File: src/rtl/accumulator_pkg.sv
// Shared definitions for the accumulator unit: FSM state encoding and
// default sizing constants.
package accumulator_pkg;

  typedef enum logic [1:0] {
    IDLE  = 2'b00,
    ACCUM = 2'b01,
    DONE  = 2'b10
  } state_t;

  localparam int WIDTH_DEF = 4;
  localparam int N_OPS_DEF = 4;

endpackage

File: src/rtl/adder_core.sv
// WIDTH-bit ripple-carry adder built from a chain of full adders.
// Carry-in is tied low; the final carry is exported as cout.
module adder_core #(
  parameter int WIDTH = 4
) (
  input  logic [WIDTH-1:0] a,
  input  logic [WIDTH-1:0] b,
  output logic [WIDTH-1:0] sum,
  output logic             cout
);

  logic [WIDTH:0] c;

  assign c[0] = 1'b0;

  for (genvar i = 0; i < WIDTH; i++) begin : g_fa
    assign sum[i]  = a[i] ^ b[i] ^ c[i];
    assign c[i+1]  = (a[i] & b[i]) | (c[i] & (a[i] ^ b[i]));
  end

  assign cout = c[WIDTH];

endmodule

File: src/rtl/accumulator_unit.sv
// Accumulator unit: sums N_OPS unsigned operands through a valid/ready
// input, then holds the result in DONE until the consumer acknowledges.
// Optional build macro ACC_SATURATE_EN: a carrying addition clamps the
// accumulator to all-ones instead of wrapping.
module accumulator_unit
  import accumulator_pkg::*;
#(
  parameter int WIDTH = WIDTH_DEF,
  parameter int N_OPS = N_OPS_DEF
) (
  input  logic             clk,
  input  logic             rst,
  input  logic             clear,
  input  logic             in_valid,
  input  logic [WIDTH-1:0] in_data,
  output logic             in_ready,
  output logic             out_valid,
  input  logic             out_ready,
  output logic [WIDTH-1:0] acc_out,
  output logic             carry_out,
  output logic             overflow,
  output logic [3:0]       count
);

`ifdef ACC_SATURATE_EN
  localparam bit SAT_EN = 1'b1;
`else
  localparam bit SAT_EN = 1'b0;
`endif

  // Count value held just before the final operand of a result arrives.
  localparam logic [3:0] LAST_CNT = 4'(N_OPS - 1);

  // Clamp to all-ones on carry when saturation is built in, else wrap.
  function automatic logic [WIDTH-1:0] sat_or_wrap(input logic [WIDTH-1:0] s,
                                                   input logic             c);
    return (SAT_EN && c) ? {WIDTH{1'b1}} : s;
  endfunction

  state_t           state_p1;
  state_t           state_nxt;
  logic [WIDTH-1:0] acc_p1;
  logic             carry_p1;
  logic             ovf_p1;
  logic [3:0]       cnt_p1;

  logic [WIDTH-1:0] sum_p0;
  logic             cout_p0;
  logic             accept_p0;
  logic             last_p0;
  logic             ack_p0;

  // Stage p0: combinational handshake decode and addition
  assign in_ready  = (state_p1 != DONE);
  assign out_valid = (state_p1 == DONE);
  assign accept_p0 = in_valid && in_ready;
  assign last_p0   = (cnt_p1 == LAST_CNT);
  assign ack_p0    = (state_p1 == DONE) && out_ready;

  adder_core #(
    .WIDTH(WIDTH)
  ) u_adder (
    .a   (acc_p1),
    .b   (in_data),
    .sum (sum_p0),
    .cout(cout_p0)
  );

  // Next-state logic; clear overrides every other transition.
  always_comb begin
    state_nxt = state_p1;
    if (clear) begin
      state_nxt = IDLE;
    end else begin
      case (state_p1)
        IDLE: begin
          if (accept_p0) state_nxt = last_p0 ? DONE : ACCUM;
        end
        ACCUM: begin
          if (accept_p0 && last_p0) state_nxt = DONE;
        end
        DONE: begin
          if (out_ready) state_nxt = IDLE;
        end
        default: state_nxt = IDLE;
      endcase
    end
  end

  // Stage p1: FSM state register
  always_ff @(posedge clk) begin
    if (rst) state_p1 <= IDLE;
    else     state_p1 <= state_nxt;
  end

  // Stage p1: accumulator, flags and operand count; zeroed on reset,
  // clear or result acknowledge, updated only on an accepted operand.
  always_ff @(posedge clk) begin
    if (rst || clear || ack_p0) begin
      acc_p1   <= '0;
      carry_p1 <= 1'b0;
      ovf_p1   <= 1'b0;
      cnt_p1   <= '0;
    end else if (accept_p0) begin
      acc_p1   <= sat_or_wrap(sum_p0, cout_p0);
      carry_p1 <= cout_p0;
      ovf_p1   <= ovf_p1 | cout_p0;
      cnt_p1   <= cnt_p1 + 4'd1;
    end
  end

  assign acc_out   = acc_p1;
  assign carry_out = carry_p1;
  assign overflow  = ovf_p1;
  assign count     = cnt_p1;

endmodule
File: config.mk
export PLATFORM = sky130hd
export DESIGN_NAME = accumulator_unit
export DESIGN_NICKNAME = d
export VERILOG_FILES = /design/src/rtl/accumulator_pkg.sv /design/src/rtl/adder_core.sv /design/src/rtl/accumulator_unit.sv
export SDC_FILE = /design/constraint.sdc
export NUM_CORES = 1
export LEC_CHECK = 0
export ABC_AREA = 1
export CAP_MARGIN = 0
export CORE_MARGIN = 8
export CORE_UTILIZATION = 40
export CTS_CLUSTER_DIAMETER = 150
export DETAILED_ROUTE_END_ITERATION = 7
export PLACE_DENSITY = 0.75
export SKIP_LAST_GASP = 1
export SLEW_MARGIN = 20
export SYNTH_ARGS = -nofsm -noshare
export SYNTH_HDL_FRONTEND = slang
export SYNTH_SLANG_ARGS = --single-unit
File: constraint.sdc
create_clock -name clk -period 7.24 [get_ports clk]
set_clock_uncertainty 0.15 [all_clocks]
set_input_delay 2.172 -clock clk [delete_from_list [all_inputs] [get_ports clk]]
set_output_delay 2.172 -clock clk [all_outputs]
set_load 0.02 [all_outputs]
---- Yosys cells after proc, flatten, opt, wreduce, memory -nomap -nowiden ----
Index checks and enable logic that the tools add are counted.
word-level totals
  register bits after elaboration ......... 12
  latch bits .............................. 0
  memory bits (writable) .................. 0
  ROM bits ................................ 0
  bits of input ports ..................... 9
  output and inout bits ................... 12
  logic and storage cells ................. 44
  memories ................................ 0
operators by class
  add/subtract/negate cells ............... 1
  $mul .................................... 0
  divide/modulo/power cells ............... 0
  magnitude comparators ................... 0
  eq/ne operators ......................... 7
  shift operators ......................... 0
  muxes and demuxes ....................... 5
  bitwise logic cells ..................... 18
  reductions and logical operators ........ 8
operators by type and width
  kind                   number
  $mux W2                4
  $and A1 B1 Y1          7
  $xor A1 B1 Y1          7
  $ne A2 B2 Y1 const B   3
  $pmux W2 S3            1
  $add A4 B1 Y4 const B  1
  $eq A4 B2 Y1 const B   1
  $or A1 B1 Y1           4
  $logic_and A1 B1 Y1    3
  $reduce_and A3 Y1      1
  $eq A2 B1 Y1 const B   1
  $eq A2 B2 Y1 const B   1
  $logic_not A2 Y1       1
  $logic_or A1 B1 Y1     2
  $ne A2 B1 Y1 const B   1
  $reduce_or A2 Y1       1

---- Depth between registers and ports, before layout ----
Gate-level depths: netlist of run 1.
  depth after elaboration ................. 8
  gate-level depth with buffers ........... 9
  gate-level depth less buffers ........... 9

---- Hierarchy ----
A second synthesis of run 1 with hierarchy kept.
unflattened totals
  cell total of the unflattened synthesis .. 83
  area total of the unflattened synthesis .. 626.9 um^2
by module, submodules not included
  module            instances  cells each  area an instance (um^2)  seq. area each (um^2)
  accumulator_unit  1          69          516.7                    240.2
  adder_core        1          14          110.1                    0.0

---- Worst setup path after synthesis of run 1 ----
No wires, ideal clock.
  kind .................................... input to register
  start ................................... input port in_data[0]
  end ..................................... register acc_p1[3] (netlist: acc_out[3])
  library setup time ...................... 0.070 ns
  arrival time ............................ 3.773 ns
  data required time ...................... 7.020 ns
  path slack .............................. 3.247 ns
  stages on the path ...................... 9
  path buffers ............................ 0
  cells stage by stage .................... ha_1 -> inv_1 -> fa_1 -> inv_1 -> fa_1 -> inv_1 -> fa_1 -> or2_2 -> a21oi_1
between the ends
  word-level cells in the longest chain between the ends .. 6
ends and longest elaborated chain
  what                        RTL line                 source
  start: declaration          accumulator_unit.sv:15   input logic [WIDTH-1:0] in_data,
  $and A1 B1 Y1 (2 in a row)  adder_core.sv:18         assign c[i+1] = (a[i] & b[i]) | (c[i] & (a[i] ^ b[i]));
  $or A1 B1 Y1                adder_core.sv:18
  $and A1 B1 Y1               adder_core.sv:18
  $or A1 B1 Y1                adder_core.sv:18
  $xor A1 B1 Y1               adder_core.sv:17         assign sum[i] = a[i] ^ b[i] ^ c[i];
  end signal: assignment      accumulator_unit.sv:105  acc_p1 <= sat_or_wrap(sum_p0, cout_p0);
  end: declaration            accumulator_unit.sv:42   logic [WIDTH-1:0] acc_p1;
Every way passes these cells.
A chain may end at the register's enable or synchronous reset.

---- Worst setup path in the final report of run 1 ----
Same ends and word-level chain as after synthesis.

==> out/qor.yml, run 1 <==
multi_input_area_sq_um: 339
holdCritStartpoint: "overflow$_SDFFE_PP0P_"
clock_sinks: 12
cts.path.max_buffers: 2
crit_chain: "clkdlybuf4s50_1 -> ha_1 -> inv_1 -> fa_1 -> inv_1 -> fa_1 -> inv_1 -> fa_1 -> or2_2 -> a21oi_1"
nNetsFinal: 123
cts_tree: "yes"
io_buffers: 20
reg2reg_setup_slack_ps: 5010
synth_top_area_share_pct: 36.0
synth_top_area_cell: "dfxtp_1"
critPathMaxFanout: 1
core-area_sq_um: 1540
syn-mean-instance-area_sq_um: 7.85
setup-violations-final: 0
drt_iter0_drc: 16
final_cell_mix: "clkdlybuf4s50_1, inv_1, nand2_1, dfxtp_1, a21oi_1"
io-pin-count: 21
first_pass_iters: 4
p_leak_nw: 0.365
worstMarginPinSlew_ps: 484
yosysSeqAreaShare_pct: 36.0
crit_type: "input port to register"
areaGrowthSynthToFinish_pct: 35.5
die_h_microns: 56.8
grt_overflow: 0
final_layout_size_suffix_gt1_share_pct: 13.0
grt_pass1_vias: 592
place_hpwl_microns: 1070
dieWidth_microns: 56.8
fillCellCount: 136
arrival_ps: 4270
hold_violations: 0
ys_types: 18
hold_class: "register to register"
critPathLaunchType: "input port"
synthTopCellsByArea: "dfxtp_1, inv_1, fa_1, nand2_1, a21oi_1"
required_ps: 7290
worst_path_dominant_cell_family: "adder cells"
post_cts_buffers: 0
cap_viol_max_count: 0
outcome: "completed"
root_buffer: "clkbuf_4"
fmax_ghz: 0.237
powerDensity_nw_per_um2: 160
cp-end-kind: "register"
numCtsBuffers: 3
ys_ff_latch: 12
yosys_warnings: 0
drc_errors: 0
grt_util_all_layers_pct: 9.24
maxSlewViolCount: 0
clk_pin_slew_worst_paths_ps: 80
design.die.area_sq_um: 3230
cp_slowest_cell: "clkdlybuf4s50_1"
cp_slowest_stage_delay_ps: 460
tns_ps: 0
grt_setup_unrepaired: "no"
period_minus_slack_ps: 4220
regArea_sq_um: 240
ir_drop_uv: 87.2
hold_path_end: "overflow$_SDFFE_PP0P_"
fin_crit_sh_pct: 58.3
viasPerCell: 4.77
clock_latency_ps: 270
layout_commonest_cell: "clkdlybuf4s50_1"
drt-wirelength-per-cell_microns: 10.8
antenna_found_initial: 0
ant_nets: 0
placed_cells: 120
cts.htree.levels: 1
worstHoldPathCells: 2
total_power_mw: 0.145
maxSlewHeadroom_pct: 67.7
syn_nets: 99
reg2reg_from: "acc_out[0]$_SDFFE_PP0P_"
r2r_end: "acc_out[3]$_SDFFE_PP0P_"
start_util_pct: 43.3
drt_wl_total_microns: 1340
synth_cells: 85
grt_pass1_wl_microns: 2460
cts_resized: 0
reg2reg_depth: 9
fin_cells: 124
cts-hold-fix-buffers: 0
grt_max_degree: 17
vias: 592
synth_area_sq_um: 667
diodes: 0
globalplace.congestion: 0.784
rows: 14
path_buf_inv: 4
logic make-up after synthesis:
kind of cell	synth area share (%)
flops	36.0
simple gates	25.9
fa+ha+maj	12.8
buf+inv	13.1
compound gates	12.2
stage by stage:
stage	hold slack, ps	area, sq um	utilization [%]	setup WS (ps)
after floorplan	376	667	-	3250
after global placement	291	867	56.3	2780
after detailed placement	300	867	56.3	2720
after CTS	313	903	58.6	3010
after global routing	351	903	58.6	2890
final	307	903	58.6	3020
synthesized netlist by cell type:
cell and number:
a21oi_1 9, a21oi_2 1, buf_12 1, dfxtp_1 12, fa_1 3, ha_1 2, inv_1 18, nand2_1 15
nand2_4 2, nand3_1 5, nor2_1 6, nor3_1 1, nor3_2 1, o21ai_0 1, o21ai_1 1, o21ai_2 2
or2_1 1, or2_2 4
state kept, by name, indices dropped and copies added (netlist names):
name / count
acc_out: 4
count: 4
overflow: 1
state_p1: 2
carry_out: 1
how the worst max path moves through the flow:
| stage | depth (start not counted) | end | slack [ps] | start |
|---|---|---|---|---|
| 2_1_floorplan | 9 | acc_out[3]$_SDFFE_PP0P_ | 3250 | in_data[0] |
| 3_3_place_gp | 10 | acc_out[3]$_SDFFE_PP0P_ | 2780 | in_data[0] |
| 3_5_place_dp | 10 | acc_out[3]$_SDFFE_PP0P_ | 2720 | in_data[0] |
| 4_1_cts | 10 | acc_out[3]$_SDFFE_PP0P_ | 3010 | in_data[0] |
| 5_1_grt | 10 | acc_out[3]$_SDFFE_PP0P_ | 2890 | in_data[0] |
| 6_report | 10 | acc_out[3]$_SDFFE_PP0P_ | 3020 | in_data[0] |
metal layers:
layer | part of all wire, % | global-route usage [%] | routed length (microns)
met1 | 49 | 11.5 | 663
met2 | 42 | 13.5 | 560
met3 | 9.0 | 4.49 | 121
met4 | 0 | 3.02 | 0
met5 | 0 | 0 | 0
power breakdown:
group | internal (mW) | switching [mW] | leakage (nW)
Combinational | 0.0111 | 0.0114 | 0.247
Sequential | 0.0677 | 0.00141 | 0.0974
Clock | 0.0305 | 0.0225 | 0.0210
Total | 0.109 | 0.0352 | 0.365
layout make-up:
cell class | count | area share (%)
Multi-Input combinational cell | 54 | 37.5
Inverter | 18 | 7.48
Timing Repair Buffer | 20 | 22.2
Sequential cell | 12 | 26.6
Clock buffer | 4 | 4.02
Tap cell | 16 | 2.22
tightest hold or removal path, cell delays in order (launching register included):
cell	delay, ps
dfxtp_1	320
inv_1	50
a21oi_1	50
No activity file was read; power rests on OpenSTA's default activity.
==> inputs of run 2 (changes only) <==
PLACE_DENSITY = 0.78   (was 0.75)
clock period = 3.6 ns   (was 7.24 ns; I/O delays follow)
==> run 2 against run 1 <==
Compared with the run above:
- power rose by 100%
- final cell count stayed put
- hold slack better by 4.7 ps
- die area stayed put
- register-to-register slack worse by 3600 ps
- largest cell class unchanged
- clock power grew 110%
- critical path type unchanged
- routed wire length grew 4.1%
- flip-flop and latch count stayed put
- core utilization unchanged
- critical path depth stayed put
- highest routed layer is now met4
- via count is 1.7% higher
==> out/qor.yml, run 2 (synthesis gave the netlist of run 1 again) <==
outcome: "completed"
fin_crit_sh_pct: 86.4
switching_power_mw: 0.0734
combPwrFrac_pct: 15.3
drt_iter0_drc: 2
worstMarginPinSlew_ps: 464
hold_class: "register to register"
grt_max_degree: 17
whs_ps: 311
ant_nets: 0
ir_drop_uv: 195
clock_latency_ps: 280
crit_path_start: "in_data[0]"
setup-violations-final: 0
core-area_sq_um: 1540
period_minus_slack_ps: 3110
fin_ws_ps: 488
post_cts_buffers: 0
cp-end-kind: "register"
place_hpwl_microns: 1140
die_h_microns: 56.8
stdcell_area_sq_um: 903
antenna_found_initial: 0
reg2reg_from: "acc_out[0]$_SDFFE_PP0P_"
placed_cells: 120
cts.path.max_buffers: 2
grt_setup_unrepaired: "no"
root_buffer: "clkbuf_4"
vias: 602
layout_commonest_cell: "clkdlybuf4s50_1"
reg2reg_depth: 9
final_layout_size_suffix_gt1_share_pct: 13.0
p_clk_share_pct: 37.3
nNetsFinal: 123
start_util_pct: 43.3
io-pin-count: 21
drc_errors: 0
areaGrowthSynthToFinish_pct: 35.5
cts.htree.levels: 1
cts_tree: "yes"
tns_ps: 0
worstHoldPathCells: 2
crit_type: "input port to register"
cap_viol_max_count: 0
p_int_mw: 0.220
p_leak_nw: 0.365
final_cell_mix: "clkdlybuf4s50_1, inv_1, nand2_1, dfxtp_1, a21oi_1"
total_power_mw: 0.293
cts_resized: 0
fin_util_pct: 58.6
grt_overflow: 0
maxSlewHeadroom_pct: 69.1
hold_violations: 0
diodes: 0
clk_pin_slew_worst_paths_ps: 80
design.die.area_sq_um: 3230
required_ps: 3660
grt_pass1_wl_microns: 2350
viasPerCell: 4.85
fin_cells: 124
maxSlewViolCount: 0
first_pass_iters: 3
clock_sinks: 12
sw_frac_of_total_pct: 25.0
critPathMaxFanout: 1
grt_util_all_layers_pct: 8.80
seq_power_share_pct: 47.4
globalplace.congestion: 0.775
drt-wirelength-per-cell_microns: 11.3
grt_pass1_vias: 568
holdCritStartpoint: "overflow$_SDFFE_PP0P_"
fmax_ghz: 0.321
rows: 14
numCtsBuffers: 3
pre_cts_ws_ps: 181
cts-hold-fix-buffers: 0
placed_area_sq_um: 867
io_buffers: 20
arrival_ps: 3170
critPathLaunchType: "input port"
powerDensity_nw_per_um2: 325
dieWidth_microns: 56.8
drt_wl_total_microns: 1400
## run 2: cell counts in the layout (fill, tap and decap cells not counted)
Identical to the previous run, type by type.
## run 2: final timing paths
path | slack, ps | to
min reg2reg | 310 | overflow$_SDFFE_PP0P_
max reg2reg | 1370 | acc_out[3]$_SDFFE_PP0P_
max | 490 | acc_out[3]$_SDFFE_PP0P_
min | 310 | overflow$_SDFFE_PP0P_
## run 2: cell type report
cell class                 count  area [sq um]
timing repair buffer          20           200
inverter                      18          67.6
multi-input combinational     54           339
tap                           16          20.0
clock buffer                   4          36.3
sequential                    12           240
fill                         153           638
## run 2: power groups by stage
stage | Combinational (mW) | Sequential (mW) | Clock [mW]
floorplan | 0.0248 | 0.145 | 0
global placement | 0.0444 | 0.142 | 0
detailed placement | 0.0457 | 0.142 | 0
CTS | 0.0459 | 0.139 | 0.113
global route | 0.0503 | 0.140 | 0.115
finish | 0.0450 | 0.139 | 0.109
## run 2: critical path, cell delays in order
cell and delay (ps):
clkdlybuf4s50_1 460, ha_1 140, inv_1 40, fa_1 350
inv_1 70, fa_1 150, inv_1 40, fa_1 420
or2_2 300, a21oi_1 110
## run 2: layer usage
| layer | track usage [%] | share of wire (%) | wire length [microns] | vias up |
|---|---|---|---|---|
| met3 | 3.60 | 8.2 | 115 | 3 |
| met1 | 9.62 | 44 | 611 | 276 |
| met2 | 13.9 | 46 | 649 | 17 |
| li1 | - | - | - | 306 |
| met5 | 0 | 0 | 0 | - |
| met4 | 5.03 | 1.6 | 23 | 0 |
